--- src/rtl/stopwatch_core.sv ---
// stopwatch_core: BCD MM:SS stopwatch / countdown timer with pause toggle,
// adjust-mode digit loading, wrap pulse and sticky countdown-done flag.
// Optional lap hold display freeze is built when LAP_HOLD_EN is defined.
module stopwatch_core #(
   parameter int unsigned MIN_MAX        = 59,
   parameter bit          DIR_UP_DEFAULT = 1'b1
) (
   input  logic       clk_c,
   input  logic       reset_c,
   input  logic       tick_1hz,
   input  logic       pause_c,
   input  logic       adj,
   input  logic       load_c,
   input  logic [1:0] sel,
   input  logic [3:0] num,
   input  logic       dir_up,
   input  logic       clr_c,
   input  logic       lap_c,
   output logic [3:0] sec_ones,
   output logic [3:0] sec_tens,
   output logic [3:0] min_ones,
   output logic [3:0] min_tens,
   output logic       running,
   output logic       wrap_p,
   output logic       done
);

   localparam logic [3:0] MT_MAX = 4'(MIN_MAX / 10);
   localparam logic [3:0] MO_TOP = 4'(MIN_MAX % 10);

   logic [3:0] s1, s10, m1, m10;
   logic [3:0] s1_n, s10_n, m1_n, m10_n;
   logic       run_q, run_n;
   logic       wrap_q, wrap_n;
   logic       done_q, done_n;
   logic       dir_q, dir_n;
   logic       pause_q;
   logic       rise;
   logic [3:0] mo_lim;

   // Next-state for live digits, run flag, wrap pulse, done flag and direction
   always_comb begin
      s1_n   = s1;
      s10_n  = s10;
      m1_n   = m1;
      m10_n  = m10;
      run_n  = run_q;
      wrap_n = 1'b0;
      done_n = done_q;
      dir_n  = dir_q;
      rise   = pause_c & ~pause_q;
      mo_lim = (m10 == MT_MAX) ? MO_TOP : 4'd9;

      if (tick_1hz)
         dir_n = dir_up;

      if (clr_c) begin
         s1_n   = 4'd0;
         s10_n  = 4'd0;
         m1_n   = 4'd0;
         m10_n  = 4'd0;
         done_n = 1'b0;
         if (adj)
            run_n = 1'b0;
         else if (rise)
            run_n = ~run_q;
      end else if (adj) begin
         run_n = 1'b0;
         if (load_c) begin
            done_n = 1'b0;
            case (sel)
               2'd0: s1_n  = (num > 4'd9) ? 4'd9 : num;
               2'd1: s10_n = (num > 4'd5) ? 4'd5 : num;
               2'd2: m1_n  = (num > mo_lim) ? mo_lim : num;
               default: begin
                  m10_n = (num > MT_MAX) ? MT_MAX : num;
                  // Reaching the top minute-tens value may make min ones illegal
                  if (m10_n == MT_MAX && m1 > MO_TOP)
                     m1_n = MO_TOP;
               end
            endcase
         end
      end else begin
         if (rise) begin
            run_n = ~run_q;
            if (!run_q)
               done_n = 1'b0;
         end
         if (tick_1hz && run_q) begin
            if (dir_n) begin
               if (s1 != 4'd9) begin
                  s1_n = s1 + 4'd1;
               end else begin
                  s1_n = 4'd0;
                  if (s10 != 4'd5) begin
                     s10_n = s10 + 4'd1;
                  end else begin
                     s10_n = 4'd0;
                     if (m10 == MT_MAX && m1 == MO_TOP) begin
                        m1_n   = 4'd0;
                        m10_n  = 4'd0;
                        wrap_n = 1'b1;
                     end else if (m1 == 4'd9) begin
                        m1_n  = 4'd0;
                        m10_n = m10 + 4'd1;
                     end else begin
                        m1_n = m1 + 4'd1;
                     end
                  end
               end
            end else if ({m10, m1, s10, s1} == 16'd0) begin
               run_n  = 1'b0;
               done_n = 1'b1;
            end else begin
               if (s1 != 4'd0) begin
                  s1_n = s1 - 4'd1;
               end else begin
                  s1_n = 4'd9;
                  if (s10 != 4'd0) begin
                     s10_n = s10 - 4'd1;
                  end else begin
                     s10_n = 4'd5;
                     if (m1 != 4'd0) begin
                        m1_n = m1 - 4'd1;
                     end else begin
                        m1_n  = 4'd9;
                        m10_n = m10 - 4'd1;
                     end
                  end
               end
               // Last borrow lands on 00:00
               if ({m10, m1, s10} == 12'd0 && s1 == 4'd1) begin
                  run_n  = 1'b0;
                  done_n = 1'b1;
               end
            end
         end
      end
   end

   // Core state registers
   always_ff @(posedge clk_c or posedge reset_c) begin
      if (reset_c) begin
         s1      <= 4'd0;
         s10     <= 4'd0;
         m1      <= 4'd0;
         m10     <= 4'd0;
         run_q   <= 1'b0;
         wrap_q  <= 1'b0;
         done_q  <= 1'b0;
         dir_q   <= DIR_UP_DEFAULT;
         pause_q <= 1'b0;
      end else begin
         s1      <= s1_n;
         s10     <= s10_n;
         m1      <= m1_n;
         m10     <= m10_n;
         run_q   <= run_n;
         wrap_q  <= wrap_n;
         done_q  <= done_n;
         dir_q   <= dir_n;
         pause_q <= pause_c;
      end
   end

   assign running = run_q;
   assign wrap_p  = wrap_q;
   assign done    = done_q;

`ifdef LAP_HOLD_EN
   logic       lap_q, hold_q, hold_n;
   logic [3:0] d_s1, d_s10, d_m1, d_m10;

   // Lap toggle while running; dropped on clear, adjust or running falling
   always_comb begin
      hold_n = hold_q;
      if (lap_c && !lap_q && run_q)
         hold_n = ~hold_q;
      if (clr_c || adj || (run_q && !run_n))
         hold_n = 1'b0;
   end

   // Display registers follow live digits unless a lap is held
   always_ff @(posedge clk_c or posedge reset_c) begin
      if (reset_c) begin
         lap_q  <= 1'b0;
         hold_q <= 1'b0;
         d_s1   <= 4'd0;
         d_s10  <= 4'd0;
         d_m1   <= 4'd0;
         d_m10  <= 4'd0;
      end else begin
         lap_q  <= lap_c;
         hold_q <= hold_n;
         if (!hold_n) begin
            d_s1  <= s1_n;
            d_s10 <= s10_n;
            d_m1  <= m1_n;
            d_m10 <= m10_n;
         end
      end
   end

   assign sec_ones = d_s1;
   assign sec_tens = d_s10;
   assign min_ones = d_m1;
   assign min_tens = d_m10;
`else
   wire unused_lap = lap_c;

   assign sec_ones = s1;
   assign sec_tens = s10;
   assign min_ones = m1;
   assign min_tens = m10;
`endif

endmodule

--- config.mk ---
export PLATFORM = sky130hd
export DESIGN_NAME = stopwatch_core
export DESIGN_NICKNAME = d
export VERILOG_FILES = /design/src/rtl/stopwatch_core.sv
export SDC_FILE = /design/constraint.sdc
export NUM_CORES = 1
export LEC_CHECK = 0
export ABC_AREA = 1
export CAP_MARGIN = 25
export CORE_ASPECT_RATIO = 0.75
export CORE_MARGIN = 5
export CORE_UTILIZATION = 26
export CTS_BUF_LIST = sky130_fd_sc_hd__clkbuf_4 sky130_fd_sc_hd__clkbuf_8 sky130_fd_sc_hd__clkbuf_16
export DETAILED_ROUTE_END_ITERATION = 12
export GPL_TIMING_DRIVEN = 1
export SLEW_MARGIN = 20
export SYNTH_ARGS = -nofsm -noshare
export SYNTH_HDL_FRONTEND = slang
export SYNTH_SLANG_ARGS = --single-unit
--- constraint.sdc ---
create_clock -name clk_c -period 4.3 [get_ports clk_c]
set_clock_uncertainty 0.05 [all_clocks]
set_input_delay 0.43 -clock clk_c [delete_from_list [all_inputs] [get_ports clk_c]]
set_output_delay 0.43 -clock clk_c [all_outputs]
set_load 0.02 [all_outputs]
Yosys cells after proc, flatten, opt, wreduce, memory -nomap -nowiden. Cells that the tools add are included.

Reduce and logical (&&, ||, !) cells: 17. Multiplexer cells: 76. Equal/unequal tests: 21. Order comparisons: 3. $add $sub $neg: 8. Bitwise logic cells: 3.

Operators by type and width (count): $mux 4 (50); $ne 4x4->1 const B (7); $mux 1 (25); $add 4x1->4 const B (4); $logic_not 16->1 (1); $sub 4x1->4 const B (4); $logic_not 12->1 (1); $reduce_bool 4->1 (3); $reduce_and 10->1 (1); $ne 3x1->1 const B (3); $reduce_and 9->1 (1); $eq 4x3->1 const B (2); $gt 4x4->1 const B (2); $pmux 4 s2 (1); $ne 3x2->1 const B (2); $reduce_and 6->1 (1); $ne 5x3->1 const B (1); $eq 4x1->1 const B (1); $eq 4x4->1 const B (1); $gt 4x3->1 const B (1); $logic_and 1x1->1 (4); $ne 4x1->1 const B (1); $ne 4x3->1 const B (1); $reduce_and 4->1 (1); other kinds (8) (9).

Bits of input ports: 15. Word-level logic and storage cells: 137. Output and inout port bits: 19. Register bits: 21.

Depth between registers and ports, before layout. Gate-level depths: netlist of the first run.

Word-level depth: 9. Depth in mapped cells: 12. Depth with buffers taken out: 12.

Least setup slack after synthesis of the first run. OpenSTA, ideal clock, no wires.

Kind: register to register. Start: register m1[0], in the netlist min_ones[0]. End: register m10[2], in the netlist min_tens[2]. Arrival time: 1.612 ns. Setup slack: 2.573 ns. Required time: 4.185 ns. Library setup time: 0.065 ns. Stages on the path, launching flop included: 10. Clock period less this slack: 1.727 ns. Buffers on the path: 0. Cell sequence: dfrtp_1 inv_1 ha_1 nand3_1 nor2_1 nand3_2 nand2_4 nand3b_4 nand2_1 nand2_1.

Longest elaborated chain between the ends: 9. Elaborated cells between the ends (all ways): 15. Those cells by class: 4 x eq/ne; 7 x mux; 4 x reduce/logical.

RTL lines: start: declaration (line 31) `logic [3:0] s1, s10, m1, m10;`; start signal: assignment (line 156) `m1 <= m1_n;`; $eq 4x4->1 (line 99, 103); $logic_and 1x1->1 (line 99) `if (m10 == MT_MAX && m1 == MO_TOP) begin`; $mux 4 (line 99); $mux 4 (line 95) `if (s10 != 4'd5) begin`; $mux 4 (line 91) `if (s1 != 4'd9) begin`; $mux 4 (line 90) `if (dir_n) begin`; $mux 4 (line 89) `if (tick_1hz && run_q) begin`; $mux 4 (line 67) `end else if (adj) begin`; $mux 4 (line 57) `if (clr_c) begin`; end signal: assignment (line 157) `m10 <= m10_n;`; end: declaration (line 31).

Several ways; a longest one is shown, not always the timed one. The select of a mux whose other input is x is not followed. A chain may end at the register's enable or synchronous reset.

Worst setup path in the final report of the first run.
Start: input port tick_1hz. End: register m10[1], in the netlist min_tens[1].

Longest elaborated chain between the ends: 5. Elaborated cells between the ends (all ways): 15. Those cells by class: 7 x eq/ne; 5 x mux; 3 x reduce/logical.

RTL lines: start: declaration (line 10) `input logic tick_1hz,`; $mux 1 (line 54) `if (tick_1hz)`; $mux 4 (line 90); $mux 4 (line 89); $mux 4 (line 67); $mux 4 (line 57).

Several ways; a longest one is shown, not always the timed one. The select of a mux whose other input is x is not followed.

==> flow_metrics.tcl, run 1 <==
set metrics [dict create \
    start_util 0.266 \
    wl_per_cell_um 13.3 \
    synthAdderAreaFrac 0.0837 \
    whs_ns 0.438 \
    finalCritPeriodShare 0.509 \
    synth_area_um2 2090 \
    n_antenna_cell 0 \
    post_cts_buffers 0 \
    r2r_slack_ns 2.27 \
    port_buffers 32 \
    synth_seq_cells 21 \
    crit_top_cell "nand2_1" \
    reg2reg_to "min_tens[1]" \
    die_x_um 114 \
    hold_violations 0 \
    synth.area.top_cells "dfrtp_1 24%, nand2_1 14%, ha_1 8.4%" \
    rr_worst_depth 12 \
    vias 2086 \
    path_cells "clkdlybuf4s50_1, inv_2, nand2_1, nand2_1, nand3_1, nand2_1, nor2_2, nand2_2, nor2_4, nand2_1, nand2_1" \
    final_cell_area_um2 2560 \
    slew_violations 0 \
    cts-buffers-inserted 3 \
    setup_viol 0 \
    synth_fp_nets 333 \
    grt_pass1_vias 1997 \
    hpwl_um 4580 \
    leakagePower_uw 0.00123 \
    htreeDepth 1 \
    clockBufferDepth 2 \
    yosysMostFrequentCell "nand2_1" \
    synth_edf_count 0 \
    cp_max_fo 12 \
    yosys_warnings 0 \
    cts_resized 0 \
    synth_simple_gate_area_frac 0.386 \
    synth_top_family_by_area "simple AND/OR/NAND/NOR gates" \
    rows 28 \
    fin_nets 366 \
    synth_mux_area_frac 0 \
    synth_ff_type "dfrtp_1" \
    slew_headroom 0.644 \
    drt-vias-per-instance 4.73 \
    synth_compound_area_frac 0.137 \
    grt.total_usage 0.122 \
    peakVddDrop_uv 164 \
    grt_max_degree 22 \
    timing.rr.start "min_ones[1]" \
    status "complete, no violations" \
    drc 0 \
    antenna_found_initial 0 \
    crit_path_top_delay_cell "clkdlybuf4s50_1" \
    syn_to_final_growth_pct 22.5 \
    worstMarginPinSlew_ns 0.533 \
    start_kind "input port" \
    final_antenna_net_count 0 \
    synth_xor_area_frac 0.0502 \
    power.density_nw_per_um2 385 \
    gp_congestion 0.856 \
    cts_tree "done" \
    die_h_um 87.7 \
    clkSinkCount 21 \
    first_pass_iters 4 \
    rsz0062_at_grt "false" \
    synth_cell_types 33 \
    cpPeakStageDelay_ns 0.56 \
    tns_ns 0 \
    fmax_mhz 457 \
    clock_latency_ns 0.27 \
    synth_top_cell_by_area "dfrtp_1" \
    ios 34 \
    holdCritPathClass "in2async" \
    synth_common_cells "78 x nand2_1, 32 x inv_1, 31 x nand3_1" \
    core_um2 7880 \
    clk_pin_slew_ns 0.09 \
    cp.arrival_ns 2.35 \
    placed_area_um2 2500 \
    grt_pass1_wl_um 9800 \
    maxCapViolCount 0 \
    ys_seq_area_frac 0.252 \
    synthArstFlopShare 1.00 \
    finalPower_uw 986 \
    holdBufCountCts 0 \
    drt_iter0_markers 127 \
    syn_area_per_cell_um2 6.89 \
    final_util 0.325 \
    synth_cells 304 \
    post-synth-top-area-fraction 0.239 \
    grt_overflow_total 0 \
    die-area_um2 9960 \
    path_class "in2reg" \
    drt_wl_total_um 5840 \
    cts_root_buf "clkbuf_8" \
    worstPathRequired_ns 4.46 \
    post-route-min-period_ns 2.19 \
    drive_gt1_frac 0.125 \
    end_kind "flop" \
]
-- worst max-delay path, delay by kind of cell --
family,cells,cell delay (ns)
buf+inv,2,0.61
simple gates,9,1.29
-- layout make-up --
type                    count  area (um2)
clock buffers               3        41.3
clock inverters             1        5.00
fillers                   884        5320
inverters                  40         150
multi-input cells         238        1370
flip-flops and latches     21         527
well taps                 105         131
repair buffers             33         335
-- logic make-up (layout without fill, tap and decap cells) --
logic type | count (synthesis) | count (layout)
AND/OR/NAND/NOR | 164 | 164
AO/OA/AOI/OAI | 48 | 48
buffers and inverters | 45 | 77
flip-flops | 21 | 21
adder cells (fa/ha/maj) | 14 | 14
XOR/XNOR | 12 | 12
-- report_power, final --
part           internal [uW]  total (uW)  leakage, uW  switching, uW
logic                    221         546     0.000927            326
clock network           64.8         141    0.0000255           76.3
registers                234         299     0.000273           64.1
total                    520         986      0.00123            466
-- metal layers --
layer	GRT usage	wire [um]
met5	0	0
met4	0.00983	16
met3	0.0297	396
met2	0.193	2510
met1	0.176	2920
-- layout by cell type (no fill, tap or decap), types with 3 or more instances in the layout --
cell             synthesis  routed
o21bai_1                 3       3
xnor2_1                  5       5
nand2_1                 78      78
nand3_2                  6       6
ha_1                    14      14
dfrtp_1                 20      20
a21oi_1                  8       8
xor2_1                   7       7
nand4_1                  3       3
inv_2                    8       8
nor2_2                   6       6
inv_1                   32      32
nand2_2                  4       4
nor2_1                  24      24
clkbuf_8                 0       3
o21ai_1                 12      12
clkdlybuf4s50_1          0      32
nor2_4                   7       7
o21ai_0                 16      16
nand3_1                 31      31
o211ai_1                 4       4
-- registers in the layout, summed over array words and instances (netlist names) --
signal,flops
min_ones,4
min_tens,4
sec_ones,4
sec_tens,4
dir_q,1
done,1
pause_q,1
running,1
wrap_p,1
-- worst max-delay path by stage --
stage | cells past startpoint | start | end | slack, ns
2_1_floorplan | 9 | min_ones[0] | min_tens[2] | 2.57
3_3_place_gp | 9 | clr_c | min_tens[2] | 1.89
3_5_place_dp | 11 | tick_1hz | min_tens[1] | 1.86
4_1_cts | 11 | tick_1hz | min_tens[1] | 2.15
5_1_grt | 11 | tick_1hz | sec_tens[0] | 1.94
6_report | 11 | tick_1hz | min_tens[1] | 2.11
-- per-stage QoR --
stage	setup WS, ns	instances
detailed placement	1.86	436
CTS	2.15	440
global route	1.94	441
finish	2.11	441
floorplan	2.57	304
global placement	1.89	436
Note: power is estimated with default switching activity, not from simulation.
==> run 2: changes to the inputs <==
==> constraint.sdc (replaced) <==
create_clock -name clk_c -period 2.2 [get_ports clk_c]
set_clock_uncertainty 0.05 [all_clocks]
set_input_delay 0.22 -clock clk_c [delete_from_list [all_inputs] [get_ports clk_c]]
set_output_delay 0.22 -clock clk_c [all_outputs]
set_load 0.02 [all_outputs]
==> flow_metrics.tcl, run 2 (synthesis results as in run 1) <==
set metrics [dict create \
    htreeDepth 1 \
    start_util 0.266 \
    status "complete, no violations" \
    cp_max_fo 6 \
    p_sw_frac 0.473 \
    ios 34 \
    drt-vias-per-instance 4.59 \
    worstPathRequired_ns 2.37 \
    seq_power_share 0.300 \
    final_common_cell "nand2_1" \
    grt.total_usage 0.124 \
    final_cell_area_um2 2630 \
    setup_viol 0 \
    syn_to_final_growth_pct 25.8 \
    clkSinkCount 21 \
    maxCapViolCount 0 \
    crit_buf_inv 1 \
    rows 28 \
    p_clk_frac 0.145 \
    cts-buffers-inserted 3 \
    fmax_mhz 504 \
    path_class "reg2reg" \
    r2r_slack_ns 0.21 \
    path_cells "inv_1, ha_1, nand2_1, nor2_2, nand2_1, nand2_2, nor2_1, nor2_4, nand2_2, nor2_4, nand2_1, nand2_1" \
    placed_area_um2 2580 \
    die_x_um 114 \
    clockBufferDepth 2 \
    p_int_uw 1030 \
    cts_root_buf "clkbuf_8" \
    startpoint "min_ones[1]" \
    hpwl_um 4720 \
    drt_iter0_markers 98 \
    finalCritPeriodShare 0.903 \
    core_um2 7880 \
    grt_pass1_vias 1981 \
    fin_nets 376 \
    rsz0062_at_grt "false" \
    port_buffers 32 \
    crit_path_top_delay_cell "dfrtp_1" \
    grt_overflow_total 0 \
    holdCritPathClass "in2async" \
    peakVddDrop_uv 358 \
    first_pass_iters 4 \
    leakagePower_uw 0.00127 \
    cp.arrival_ns 2.16 \
    tns_ns 0 \
    drive_gt1_frac 0.150 \
    crit_family "simple AND/OR/NAND/NOR gates" \
    clk_pin_slew_ns 0.10 \
    start_kind "flop" \
    vias 2069 \
    die_h_um 87.7 \
    end_kind "flop" \
    grt_pass1_wl_um 9860 \
    cts_resized 0 \
    crit_top_cell "nand2_1" \
    timing.rr.start "min_ones[1]" \
    slew_violations 0 \
    n_antenna_cell 0 \
    worstMarginPinSlew_ns 0.351 \
    gp_congestion 0.882 \
    drt_wl_total_um 5910 \
    holdBufCountCts 0 \
    post-route-min-period_ns 1.99 \
    power.density_nw_per_um2 743 \
    hold_violations 0 \
    cpPeakStageDelay_ns 0.44 \
    power_frac_comb 0.555 \
    slew_headroom 0.763 \
    die-area_um2 9960 \
    post_cts_buffers 0 \
    layout_common_cells "78 x nand2_1, 32 x inv_1, 32 x clkdlybuf4s50_1, 31 x nand3_1, 24 x nor2_1" \
    final_antenna_net_count 0 \
    cts_tree "done" \
    grt_max_degree 22 \
    drc 0 \
    wl_per_cell_um 13.1 \
    p_switching_uw 926 \
    clock_latency_ns 0.28 \
    antenna_found_initial 0 \
]
==> run 2: cell types whose count changed in the layout (fill, tap and decap cells not counted), sizes merged <==
cell / delta
clkinv: -1
buf: +10
clkinvlp: +1
==> run 2: cell type report <==
type                       count  area (um2)
multi-input combinational    238        1370
tap                          105         131
sequential                    21         527
clock buffer                   3        41.3
clock inverter                 1        7.51
fill                         863        5250
inverter                      40         150
timing repair buffer          43         403
==> run 2: worst paths after layout <==
check,depth (start not counted),end
worst max-delay path,12,min_tens[3]
max in group asynchronous,3,dir_q
worst min-delay path,3,min_tens[0]
worst max register to register,12,min_tens[3]
worst min register to register,2,done
min in group clk_c,1,pause_q
==> run 2: per-layer routing <==
| layer | GRT usage | part of all wire | wire length (um) |
|---|---|---|---|
| met1 | 0.186 | 0.52 | 3100 |
| met5 | 0 | 0 | 0 |
| met3 | 0.0290 | 0.060 | 354 |
| met4 | 0.0186 | 0.0039 | 23 |
| met2 | 0.182 | 0.41 | 2430 |
==> run 2: worst register-to-register path, cell delays in order (launching register included) <==
cell and delay, ns:
dfrtp_1 0.44, inv_1 0.15, ha_1 0.18, nand2_1 0.06, nor2_2 0.29, nand2_1 0.14, nand2_2 0.08, nor2_1 0.06
nor2_4 0.13, nand2_2 0.08, nor2_4 0.13, nand2_1 0.08, nand2_1 0.07
==> run 2: power by group through the flow <==
stage	Sequential, uW	Clock [uW]	Combinational, uW
2_1_floorplan	641	0	663
3_3_place_gp	589	0	1070
3_5_place_dp	592	0	1080
4_1_cts	585	300	1090
5_1_grt	605	314	1210
6_report	586	284	1090
==> run 2: through the flow <==
stage	hold slack [ns]	setup WS (ns)	util	power [uW]	instances
2_1_floorplan	0.146	0.473	-	1300	304
3_3_place_gp	0.490	0.225	0.328	1650	447
3_5_place_dp	0.492	0.190	0.328	1670	447
4_1_cts	0.236	0.237	0.334	1970	451
5_1_grt	0.260	0.0616	0.334	2130	451
6_report	0.224	0.214	0.334	1960	451
==> run 3: changes to the inputs <==
--- a/config.mk
+++ b/config.mk
@@ -6,6 +6,7 @@
 export NUM_CORES = 1
 export LEC_CHECK = 0
 export ABC_AREA = 1
+export ABC_CLOCK_PERIOD_IN_PS = 2200
 export CAP_MARGIN = 25
 export CORE_ASPECT_RATIO = 0.75
 export CORE_MARGIN = 5
==> results of run 3 <==
Same layout as run 2: the final DEF is identical, and so are final timing and power.
